===== src/rtl/lif_pkg.sv =====
// Shared types and helpers for the LIF neuron array.
// The optional shift leak is enabled by defining LIF_SHIFT_LEAK_EN.
package lif_pkg;

    typedef enum logic [1:0] {
        IDLE  = 2'd0,
        SWEEP = 2'd1,
        DRAIN = 2'd2,
        DONE  = 2'd3
    } lif_state_e;

    localparam int DEF_NUM_NEURONS       = 16;
    localparam int DEF_CURRENT_WIDTH     = 10;
    localparam int DEF_POTENTIAL_WIDTH   = 16;
    localparam int DEF_REFRACTORY_PERIOD = 8;

    // Unsigned add clamped to 2^width-1; operands are carried in 32 bits,
    // so width must stay below 32.
    function automatic logic [31:0] sat_add(input logic [31:0] a,
                                            input logic [31:0] b,
                                            input int          width);
        logic [32:0] sum;
        logic [32:0] max_val;
        sum     = {1'b0, a} + {1'b0, b};
        max_val = (33'd1 << width) - 33'd1;
        return (sum > max_val) ? max_val[31:0] : sum[31:0];
    endfunction

    // Subtractive leak floored at zero, or proportional leak s - (s >> shift).
    function automatic logic [31:0] apply_leak(input logic [31:0] s,
                                               input logic [31:0] leak,
                                               input logic [3:0]  shift,
                                               input logic        mode);
        if (mode) begin
            return s - (s >> shift);
        end
        return (s > leak) ? (s - leak) : 32'd0;
    endfunction

endpackage


===== src/rtl/lif_update_core.sv =====
// Combinational update of one neuron: integrate, leak, threshold, refractory.
// Defining LIF_SHIFT_LEAK_EN adds the leak_shift / leak_mode inputs.
module lif_update_core
    import lif_pkg::*;
#(
    parameter int POTENTIAL_WIDTH   = DEF_POTENTIAL_WIDTH,
    parameter int REF_WIDTH         = 4,
    parameter int REFRACTORY_PERIOD = DEF_REFRACTORY_PERIOD
) (
    input  logic [POTENTIAL_WIDTH-1:0] v,
    input  logic [POTENTIAL_WIDTH-1:0] acc,
    input  logic [REF_WIDTH-1:0]       ref_cnt,
    input  logic [POTENTIAL_WIDTH-1:0] leak_value,
    input  logic [POTENTIAL_WIDTH-1:0] threshold,
`ifdef LIF_SHIFT_LEAK_EN
    input  logic [3:0]                 leak_shift,
    input  logic                       leak_mode,
`endif
    output logic [POTENTIAL_WIDTH-1:0] v_next,
    output logic [REF_WIDTH-1:0]       ref_next,
    output logic                       fire
);

    logic [31:0] sum;
    logic [31:0] leaked;
    logic [3:0]  shift_amt;
    logic        shift_mode;

`ifdef LIF_SHIFT_LEAK_EN
    assign shift_amt  = leak_shift;
    assign shift_mode = leak_mode;
`else
    assign shift_amt  = 4'd0;
    assign shift_mode = 1'b0;
`endif

    // Refractory neurons only count down; active ones integrate, leak and test.
    always_comb begin
        sum      = sat_add(32'(v), 32'(acc), POTENTIAL_WIDTH);
        leaked   = apply_leak(sum, 32'(leak_value), shift_amt, shift_mode);
        v_next   = v;
        ref_next = ref_cnt;
        fire     = 1'b0;
        if (ref_cnt != '0) begin
            ref_next = ref_cnt - REF_WIDTH'(1);
        end else if (leaked >= 32'(threshold)) begin
            fire     = 1'b1;
            v_next   = '0;
            ref_next = REF_WIDTH'(REFRACTORY_PERIOD);
        end else begin
            v_next   = leaked[POTENTIAL_WIDTH-1:0];
        end
    end

endmodule


===== src/rtl/lif_neuron_array.sv =====
// Time-multiplexed LIF neuron array: currents accumulate while idle, a step
// pulse sweeps every neuron through one shared update core, spikes leave as
// an indexed valid/ready stream. Defining LIF_SHIFT_LEAK_EN adds the shift leak.
module lif_neuron_array
    import lif_pkg::*;
#(
    parameter int NUM_NEURONS       = DEF_NUM_NEURONS,
    parameter int CURRENT_WIDTH     = DEF_CURRENT_WIDTH,
    parameter int POTENTIAL_WIDTH   = DEF_POTENTIAL_WIDTH,
    parameter int REFRACTORY_PERIOD = DEF_REFRACTORY_PERIOD
) (
    input  logic                           clk,
    input  logic                           rst_n,
    input  logic                           cur_valid,
    output logic                           cur_ready,
    input  logic [$clog2(NUM_NEURONS)-1:0] cur_idx,
    input  logic [CURRENT_WIDTH-1:0]       cur_data,
    input  logic                           step,
    input  logic [POTENTIAL_WIDTH-1:0]     leak_value,
    input  logic [POTENTIAL_WIDTH-1:0]     threshold,
`ifdef LIF_SHIFT_LEAK_EN
    input  logic [3:0]                     leak_shift,
    input  logic                           leak_mode,
`endif
    output logic                           spk_valid,
    input  logic                           spk_ready,
    output logic [$clog2(NUM_NEURONS)-1:0] spk_idx,
    output logic                           busy,
    output logic                           step_done,
    output logic                           step_miss
);

    localparam int IDX_WIDTH = $clog2(NUM_NEURONS);
    localparam int REF_WIDTH = (REFRACTORY_PERIOD < 1) ? 1 : $clog2(REFRACTORY_PERIOD + 1);
    localparam logic [IDX_WIDTH-1:0] LAST_IDX = IDX_WIDTH'(NUM_NEURONS - 1);

    lif_state_e                 state_q, state_d;
    logic [IDX_WIDTH-1:0]       idx_q, idx_d;
    logic                       spk_valid_q, spk_valid_d;
    logic [IDX_WIDTH-1:0]       spk_idx_q, spk_idx_d;
    logic [POTENTIAL_WIDTH-1:0] v_q   [NUM_NEURONS];
    logic [POTENTIAL_WIDTH-1:0] v_d   [NUM_NEURONS];
    logic [POTENTIAL_WIDTH-1:0] acc_q [NUM_NEURONS];
    logic [POTENTIAL_WIDTH-1:0] acc_d [NUM_NEURONS];
    logic [REF_WIDTH-1:0]       ref_q [NUM_NEURONS];
    logic [REF_WIDTH-1:0]       ref_d [NUM_NEURONS];

    logic                       proc_en;
    logic                       acc_we;
    logic [31:0]                acc_sum;
    logic [POTENTIAL_WIDTH-1:0] core_v;
    logic [REF_WIDTH-1:0]       core_ref;
    logic                       core_fire;

    // A pending spike that is not being taken freezes the sweep, so the
    // single-entry spike slot can never be overwritten.
    assign proc_en   = (state_q == SWEEP) && !(spk_valid_q && !spk_ready);
    assign cur_ready = (state_q == IDLE);
    assign acc_we    = cur_valid && cur_ready;
    assign busy      = (state_q != IDLE);
    assign step_done = (state_q == DONE);
    assign step_miss = step && (state_q != IDLE);
    assign spk_valid = spk_valid_q;
    assign spk_idx   = spk_idx_q;

    lif_update_core #(
        .POTENTIAL_WIDTH  (POTENTIAL_WIDTH),
        .REF_WIDTH        (REF_WIDTH),
        .REFRACTORY_PERIOD(REFRACTORY_PERIOD)
    ) u_core (
        .v         (v_q[idx_q]),
        .acc       (acc_q[idx_q]),
        .ref_cnt   (ref_q[idx_q]),
        .leak_value(leak_value),
        .threshold (threshold),
`ifdef LIF_SHIFT_LEAK_EN
        .leak_shift(leak_shift),
        .leak_mode (leak_mode),
`endif
        .v_next    (core_v),
        .ref_next  (core_ref),
        .fire      (core_fire)
    );

    // Per-neuron next state: the swept neuron takes the core result, otherwise
    // an accepted current beat saturating-adds into its accumulator.
    always_comb begin
        acc_sum = sat_add(32'(acc_q[cur_idx]), 32'(cur_data), POTENTIAL_WIDTH);
        for (int i = 0; i < NUM_NEURONS; i++) begin
            v_d[i]   = v_q[i];
            acc_d[i] = acc_q[i];
            ref_d[i] = ref_q[i];
            if (proc_en && (idx_q == IDX_WIDTH'(i))) begin
                v_d[i]   = core_v;
                acc_d[i] = '0;
                ref_d[i] = core_ref;
            end else if (acc_we && (cur_idx == IDX_WIDTH'(i))) begin
                acc_d[i] = acc_sum[POTENTIAL_WIDTH-1:0];
            end
        end
    end

    // Sweep FSM and spike slot; a new spike load takes priority over a drain.
    always_comb begin
        state_d     = state_q;
        idx_d       = idx_q;
        spk_valid_d = spk_valid_q;
        spk_idx_d   = spk_idx_q;
        if (spk_valid_q && spk_ready) begin
            spk_valid_d = 1'b0;
        end
        if (proc_en && core_fire) begin
            spk_valid_d = 1'b1;
            spk_idx_d   = idx_q;
        end
        unique case (state_q)
            IDLE: begin
                if (step) begin
                    state_d = SWEEP;
                    idx_d   = '0;
                end
            end
            SWEEP: begin
                if (proc_en) begin
                    if (idx_q == LAST_IDX) begin
                        state_d = DRAIN;
                    end else begin
                        idx_d = idx_q + IDX_WIDTH'(1);
                    end
                end
            end
            DRAIN: begin
                if (!spk_valid_q || spk_ready) begin
                    state_d = DONE;
                end
            end
            DONE:    state_d = IDLE;
            default: state_d = IDLE;
        endcase
    end

    // State registers; reset abandons any sweep and clears every neuron.
    always_ff @(posedge clk or negedge rst_n) begin
        if (!rst_n) begin
            state_q     <= IDLE;
            idx_q       <= '0;
            spk_valid_q <= 1'b0;
            spk_idx_q   <= '0;
            for (int i = 0; i < NUM_NEURONS; i++) begin
                v_q[i]   <= '0;
                acc_q[i] <= '0;
                ref_q[i] <= '0;
            end
        end else begin
            state_q     <= state_d;
            idx_q       <= idx_d;
            spk_valid_q <= spk_valid_d;
            spk_idx_q   <= spk_idx_d;
            for (int i = 0; i < NUM_NEURONS; i++) begin
                v_q[i]   <= v_d[i];
                acc_q[i] <= acc_d[i];
                ref_q[i] <= ref_d[i];
            end
        end
    end

endmodule


===== config.mk =====
export PLATFORM = sky130hd
export DESIGN_NAME = lif_neuron_array
export DESIGN_NICKNAME = d
export VERILOG_FILES = /design/src/rtl/lif_pkg.sv /design/src/rtl/lif_update_core.sv /design/src/rtl/lif_neuron_array.sv
export SDC_FILE = /design/constraint.sdc
export NUM_CORES = 1
export LEC_CHECK = 0
export BUFFER_PORTS_ARGS = -buffer_cell sky130_fd_sc_hd__buf_4
export CORE_UTILIZATION = 57
export CTS_BUF_LIST = sky130_fd_sc_hd__clkbuf_4 sky130_fd_sc_hd__clkbuf_8 sky130_fd_sc_hd__clkbuf_16
export DETAILED_ROUTE_END_ITERATION = 16
export HOLD_SLACK_MARGIN = 0.05
export PLACE_DENSITY = 0.76
export SETUP_SLACK_MARGIN = 0.15
export SYNTH_ARGS = -nofsm -noshare
export SYNTH_HDL_FRONTEND = slang
export SYNTH_SLANG_ARGS = --single-unit

===== constraint.sdc =====
create_clock -name clk -period 9.4 [get_ports clk]
set_input_delay 0.94 -clock clk [delete_from_list [all_inputs] [get_ports clk]]
set_output_delay 0.94 -clock clk [all_outputs]
set_load 0.01 [all_outputs]

==> metrics.cfg, run 1 <==
[floorplanning]
die_h_um = 236
placementRows = 85
coreArea_mm2 = 0.0538
dieArea_mm2 = 0.0555
start_util_pct = 57.8
dieWidth_um = 236
ios = 60

[place]
dp_cells = 3404
routabilityCongestion = 0.959
port-buffer-count = 59
dpl.hpwl_um = 59700

[timing]
setup_viol = 0
relSlewSlack_pct = 11.1
timing.final.crit_period_ns = 8.88
final-hold-violation-count = 0
fin_crit_sh_pct = 94.5
setup_tns_ns = 0
whs_ns = 0.273
skew_ns = 0.0417
worst_pin_slew_ns = 1.33
rsz0062_at_grt = false
drv_slew = 0
fmax_mhz = 113

[critical_path]
r2r_end = v_q[81]
worstPathArrival_ns = 9.47
reg2reg_from = idx_q[1]
cp.required_ns = 9.99
r2r_setup_slack_ns = 0.52
cp_top_family = compound AO/OA/AOI/OAI gates
critPathBufInv = 3
cp_slowest_stage_delay_ns = 0.93
crit_end = v_q[81]
cp-startpoint = idx_q[1]
rr_worst_depth = 27
path_depth = 27
crit_type = flip-flop to flip-flop
start_kind = flip-flop
critPathCaptureType = flip-flop
crit_fanout = 46
cp_slowest_cell = dfrtp_4

[synthesis]
synthTopCellsByCount = dfrtp_1, nand2_1, o21ai_1, mux4_2, o21ai_0
syn-mean-instance-area_um2 = 11.1
synth_top_cell_by_area = dfrtp_1
ys_async_sr_fraction_pct = 100
synth-simple-area-share_pct = 11.0
synth_top_cell_area_share_pct = 47.2
ys_ff_latch = 587
synth_top_family_by_area = multiplexers
yosysWarningCount = 0
synth.most_common_cell = dfrtp_1
synth_enable_flop_cells = 0
synth-seq-area-share_pct = 47.2
syn_inst = 2790
synth_xor_area_share_pct = 0.845
ys.flop_type = dfrtp_1
synth_compound_area_share_pct = 14.2
synthAdderAreaFrac_pct = 2.93
synthMuxAreaShare_pct = 20.1
syn-num-nets = 2912
synthTopCellsByArea = dfrtp_1, mux4_2, nand2_1
ys_types = 70
synth_area_mm2 = 0.0311

[pwr]
power_frac_seq_pct = 37.1
peakVddDrop_mv = 0.196
swShare_pct = 37.0
power.switching_mw = 3.36
cellPowerDensity_mw_per_mm2 = 264
leakage_nw = 14.8
finalPower_mw = 9.07
clock_power_share_pct = 28.3
p_int_mw = 5.71
p_comb_share_pct = 34.6

[cts]
clock_latency_ns = 0.68
h-tree-depth = 2
hold_buffers = 0
cts_buffer_depth = 3
cts_tree = done
clock_sinks = 587
cts_buffers = 58
ctsRootBufferMaster = clkbuf_16
path_clk_slew_ns = 0.06

[layout]
nNetsFinal = 2891
n_fill_cell = 3903
drive_gt1_share_pct = 20.4
area_growth_pct = 10.3
stdcell_count = 3516

[global_route]
antenna_found_initial = 3
grtUsageTotal_pct = 34.4
first_global_vias = 24638
grt_pass1_wl_um = 145000
grt_max_degree = 190
grt_remaining_overflow = 0

[drt]
vias_per_cell = 6.89
antenna_left = 0
drt-pass1-iter-count = 7
wl_per_cell_um = 26.5
wirelength_um = 93300
drt_iter0_markers = 3029
drc = 0
vias = 24221

[worst_hold_path]
hp-class = input pin to async pin

[outcome]
status = finished clean

[job]
drv_cap = 0

[metal layers]
| layer | track usage, % | share of wire, % | up-vias |
|---|---|---|---|
| met5 | 0 | 0.028 | - |
| met3 | 10.3 | 12 | 365 |
| met4 | 16.4 | 4.9 | 4 |
| met2 | 52.4 | 46 | 1553 |
| met1 | 45.4 | 37 | 12145 |
| li1 | - | - | 10154 |
[kinds of logic (layout without fill, tap and decap cells)]
family                     after synthesis  in the layout
muxes                                  305            305
buffers and inverters                  258            287
and+or+nand+nor                        814            814
adders and majority gates               71             71
DFF                                    587            587
xor gates and xnor gates                30             30
other                                    0              1
AOI/OAI and AO/OA                      725            725
[power by group through the flow]
| stage | Clock (mW) | Sequential [mW] | Combinational (mW) |
|---|---|---|---|
| 2_1_floorplan | 0 | 3.19 | 2.30 |
| 3_3_place_gp | 0 | 3.34 | 2.95 |
| 3_5_place_dp | 0 | 3.39 | 3.04 |
| 4_1_cts | 2.57 | 3.35 | 3.06 |
| 5_1_grt | 2.67 | 3.40 | 3.36 |
| 6_report | 2.57 | 3.36 | 3.14 |
[cells in the final DEF, fill, tap and decap left out, drive strengths merged, types with 21 or more instances in the layout]
master and instances:
mux2 33, buf 132, mux2i 21, and2 37, mux4 251, o21ai 460, nand3 28, a22o 67
ha 68, nor2 156, a31oi 39, nor3 36, nand2 494, clkbuf 84, dfrtp 587, inv 46
a21oi 46
[stage by stage]
stage	util [%]	setup WS [ns]	cell area [um^2]
after floorplan	-	0.348	31100
after global placement	59.7	0.584	32100
after detailed placement	59.7	0.550	32100
after CTS	63.7	0.521	34300
after global routing	63.7	0.206	34300
final	63.7	0.517	34300
[worst reg2reg max path, delay by kind of cell (launching register included)]
kind | cells | cell delay, ns
buf+inv | 3 | 0.83
mux | 2 | 0.95
compound gates | 14 | 3.96
flops | 1 | 0.93
fa+ha+maj | 3 | 1.04
simple gates | 5 | 1.13
[sequential cells by signal (all words and copies together) (netlist names)]
| signal | flops |
|---|---|
| acc_q | 256 |
| v_q | 256 |
| ref_q | 64 |
| idx_q | 4 |
| spk_idx | 4 |
| state_q | 2 |
| spk_valid | 1 |
[final cells by class]
| type | instances | area (um^2) | area share, % |
|---|---|---|---|
| Antenna cell | 1 | 2.50 | 0.00730 |
| Clock buffer | 84 | 1760 | 5.13 |
| Clock inverter | 26 | 394 | 1.15 |
| Inverter | 45 | 169 | 0.493 |
| Multi-Input combinational cell | 1945 | 15300 | 44.6 |
| Sequential cell | 587 | 14700 | 42.9 |
| Tap cell | 696 | 871 | 2.54 |
| Timing Repair Buffer | 132 | 1110 | 3.23 |
[how the worst min path moves through the flow]
| stage | end | slack (ns) |
|---|---|---|
| 2_1_floorplan | ref_q[22] | 0.44 |
| 3_3_place_gp | ref_q[38] | 0.46 |
| 3_5_place_dp | ref_q[39] | 0.47 |
| 4_1_cts | acc_q[229] | 0.32 |
| 5_1_grt | acc_q[229] | 0.34 |
| 6_report | acc_q[229] | 0.27 |
[what timing repair did]
item,in CTS,in global routing
setup buffers,0,1
resized for setup,0,0
endpoints found under the setup margin,0,142
(Power assumes the default switching activity.)
==> run 2, diff against run 1 <==
--- a/config.mk
+++ b/config.mk
@@ -6,11 +6,10 @@
 export NUM_CORES = 1
 export LEC_CHECK = 0
 export BUFFER_PORTS_ARGS = -buffer_cell sky130_fd_sc_hd__buf_4
-export CORE_UTILIZATION = 57
+export CORE_UTILIZATION = 25
 export CTS_BUF_LIST = sky130_fd_sc_hd__clkbuf_4 sky130_fd_sc_hd__clkbuf_8 sky130_fd_sc_hd__clkbuf_16
 export DETAILED_ROUTE_END_ITERATION = 16
 export HOLD_SLACK_MARGIN = 0.05
-export PLACE_DENSITY = 0.76
 export SETUP_SLACK_MARGIN = 0.15
 export SYNTH_ARGS = -nofsm -noshare
 export SYNTH_HDL_FRONTEND = slang
==> run 2 against run 1 <==
Total power rose by 1.7%. Count of clock-buffer cells in the layout did not move. Sequential cell count unchanged. Via count down 4.3%. Highest routed layer unchanged.
==> metrics.cfg, run 2 (synthesis gave the netlist of run 1 again) <==
[drt]
antenna_left = 0  ; unchanged
drt_iter0_markers = 2250  ; -26%
drt-pass1-iter-count = 5  ; -2
drc = 0  ; unchanged
wirelength_um = 101000  ; +7.9%
wl_per_cell_um = 22.5  ; -15%
vias = 23184  ; -4.3%
vias_per_cell = 5.18  ; -25%

[layout]
area_growth_pct = 14.8
final_common_cell = dfrtp_1
drive_gt1_share_pct = 20.7  ; +0.28 points
postLayoutCellArea_mm2 = 0.0357  ; +4.1%
final_cell_mix = dfrtp_1, nand2_1, o21ai_1
nNetsFinal = 2905  ; +0.48%
reg_top3 = acc_q: 256 flops, v_q: 256 flops, ref_q: 64 flops
n_fill_cell = 12664  ; +220%

[timing]
final-hold-violation-count = 0  ; unchanged
setup_viol = 0  ; unchanged
setup_tns_ns = 0  ; unchanged
worst_slack_ns = 0.606  ; +0.0887 ns
whs_ns = 0.365  ; +0.0922 ns
fin_crit_sh_pct = 93.6  ; -0.94 points
skew_ns = 0.0433  ; +0.00161 ns
drv_slew = 0  ; unchanged
relSlewSlack_pct = 8.02  ; -3.0 points
rsz0062_at_grt = true
fmax_mhz = 114  ; +1.0%
timing.final.crit_period_ns = 8.79  ; -0.0887 ns
worst_pin_slew_ns = 1.38  ; +0.0470 ns

[global_route]
grt_max_degree = 172  ; -9.5%
antenna_found_initial = 5  ; +2
first_global_vias = 23168  ; -6.0%
grt_pass1_wl_um = 153000  ; +5.5%
grtUsageTotal_pct = 15.9  ; -18 points
grt_remaining_overflow = 0  ; unchanged

[pwr]
finalPower_mw = 9.22  ; +1.7%
swShare_pct = 37.2  ; +0.17 points
cellPowerDensity_mw_per_mm2 = 258  ; -2.3%
power.switching_mw = 3.43  ; +2.2%
clock_power_share_pct = 29.0  ; +0.7 points
leakage_nw = 14.8  ; +0.51%
peakVddDrop_mv = 0.218  ; +11%
p_int_mw = 5.79  ; +1.4%
p_comb_share_pct = 34.9  ; +0.3 points
power_frac_seq_pct = 36.1  ; -1.0 points

[critical_path]
cp-startpoint = idx_q[0]
cp_slowest_stage_delay_ns = 0.60  ; -0.33 ns
worstPathArrival_ns = 9.32  ; -0.15 ns
start_kind = flip-flop
cp.required_ns = 9.93  ; -0.06 ns
cp_common_cell = buf_4
reg2reg_from = idx_q[0]
cp_slowest_cell = mux4_2
crit_fanout = 21  ; -54%
critPathCaptureType = flip-flop
crit_type = flip-flop to flip-flop
rr_worst_depth = 31  ; +15%

[place]
dpl.hpwl_um = 64100  ; +7.4%
routabilityCongestion = 0.847  ; -12%
dp_slack_ns = 0.537  ; -0.0136 ns
placed_area_mm2 = 0.0335  ; +4.2%
port-buffer-count = 59  ; unchanged

[cts]
clock_latency_ns = 0.68  ; about the same
ctsRootBufferMaster = clkbuf_16
clock_sinks = 587  ; unchanged
h-tree-depth = 2  ; unchanged
cts_tree = done
path_clk_slew_ns = 0.07  ; about the same
hold_buffers = 0  ; unchanged
cts_buffers = 60  ; +3.4%
cts_buffer_depth = 3  ; unchanged

[floorplanning]
dieArea_mm2 = 0.126  ; +130%
dieWidth_um = 355  ; +51%
placementRows = 129  ; +52%
coreArea_mm2 = 0.123  ; +130%
start_util_pct = 25.2  ; -33 points
die_h_um = 355  ; +51%
ios = 60  ; unchanged

[outcome]
status = finished clean

[worst_hold_path]
hp-class = input pin to async pin

[job]
drv_cap = 0  ; unchanged

run 2: cell types whose count changed in the layout (fill, tap and decap cells not counted), moves of 6 or more:
cell	before	now
nor2_1	137	153
nor2_2	19	3
buf_4	123	132
nand3_1	26	17
nand3_2	2	11
clkbuf_8	18	10
clkbuf_4	8	14
run 2: power by group through the flow:
stage	Combinational, mW	Sequential, mW	Clock, mW
finish	3.21	3.33	2.67
global route	3.46	3.39	2.81
CTS	3.20	3.32	2.71
detailed placement	3.19	3.36	0
global placement	3.15	3.34	0
floorplan	2.30	3.19	0
run 2: final timing paths:
kind	endpoint	slack, ns
max	v_q[141]	0.61
min	v_q[251]	0.37
max reg2reg	v_q[141]	0.61
min reg2reg	v_q[156]	0.48
max in group asynchronous	idx_q[2]	7.45
min in group clk	v_q[156]	0.48
run 2: through the flow:
stage / utilization [%] / std cells
after global placement: 27.1 / 4358
after global routing: 28.9 / 4472
after floorplan: - / 2790
final: 28.9 / 4472
after CTS: 28.9 / 4471
after detailed placement: 27.1 / 4358
run 2: area by class of cell:
class / count / area (um^2) / share of cell area (%)
Multi-Input combinational cell: 1945 / 15300 / 42.9
Sequential cell: 587 / 14700 / 41.2
Tap cell: 1637 / 2050 / 5.74
Clock buffer: 84 / 1740 / 4.89
Timing Repair Buffer: 144 / 1230 / 3.44
Clock inverter: 29 / 479 / 1.34
Inverter: 45 / 169 / 0.473
Antenna cell: 1 / 2.50 / 0.00701
run 2: worst max-delay path, delay by kind of cell, from the launching register on:
kind	cells	cell delay, ns
XOR/XNOR	1	0.30
buffers and inverters	5	1.15
AO/OA/AOI/OAI	15	3.70
AND/OR/NAND/NOR	5	1.00
flip-flops	1	0.53
adder cells (fa/ha/maj)	3	0.87
multiplexers	2	1.10
run 2: timing repair:
action,4_1_cts,5_1_grt
setup buffers,0,0
endpoints found under the setup margin,0,191
resized for setup,0,2
run 2: layer usage:
layer / up-vias / GRT usage (%) / routed length [um]
li1: 10188 / - / -
met1: 11993 / 21.3 / 42300
met2: 814 / 25.9 / 47900
met3: 185 / 2.66 / 6860
met4: 4 / 5.97 / 3680
met5: - / 0 / 21
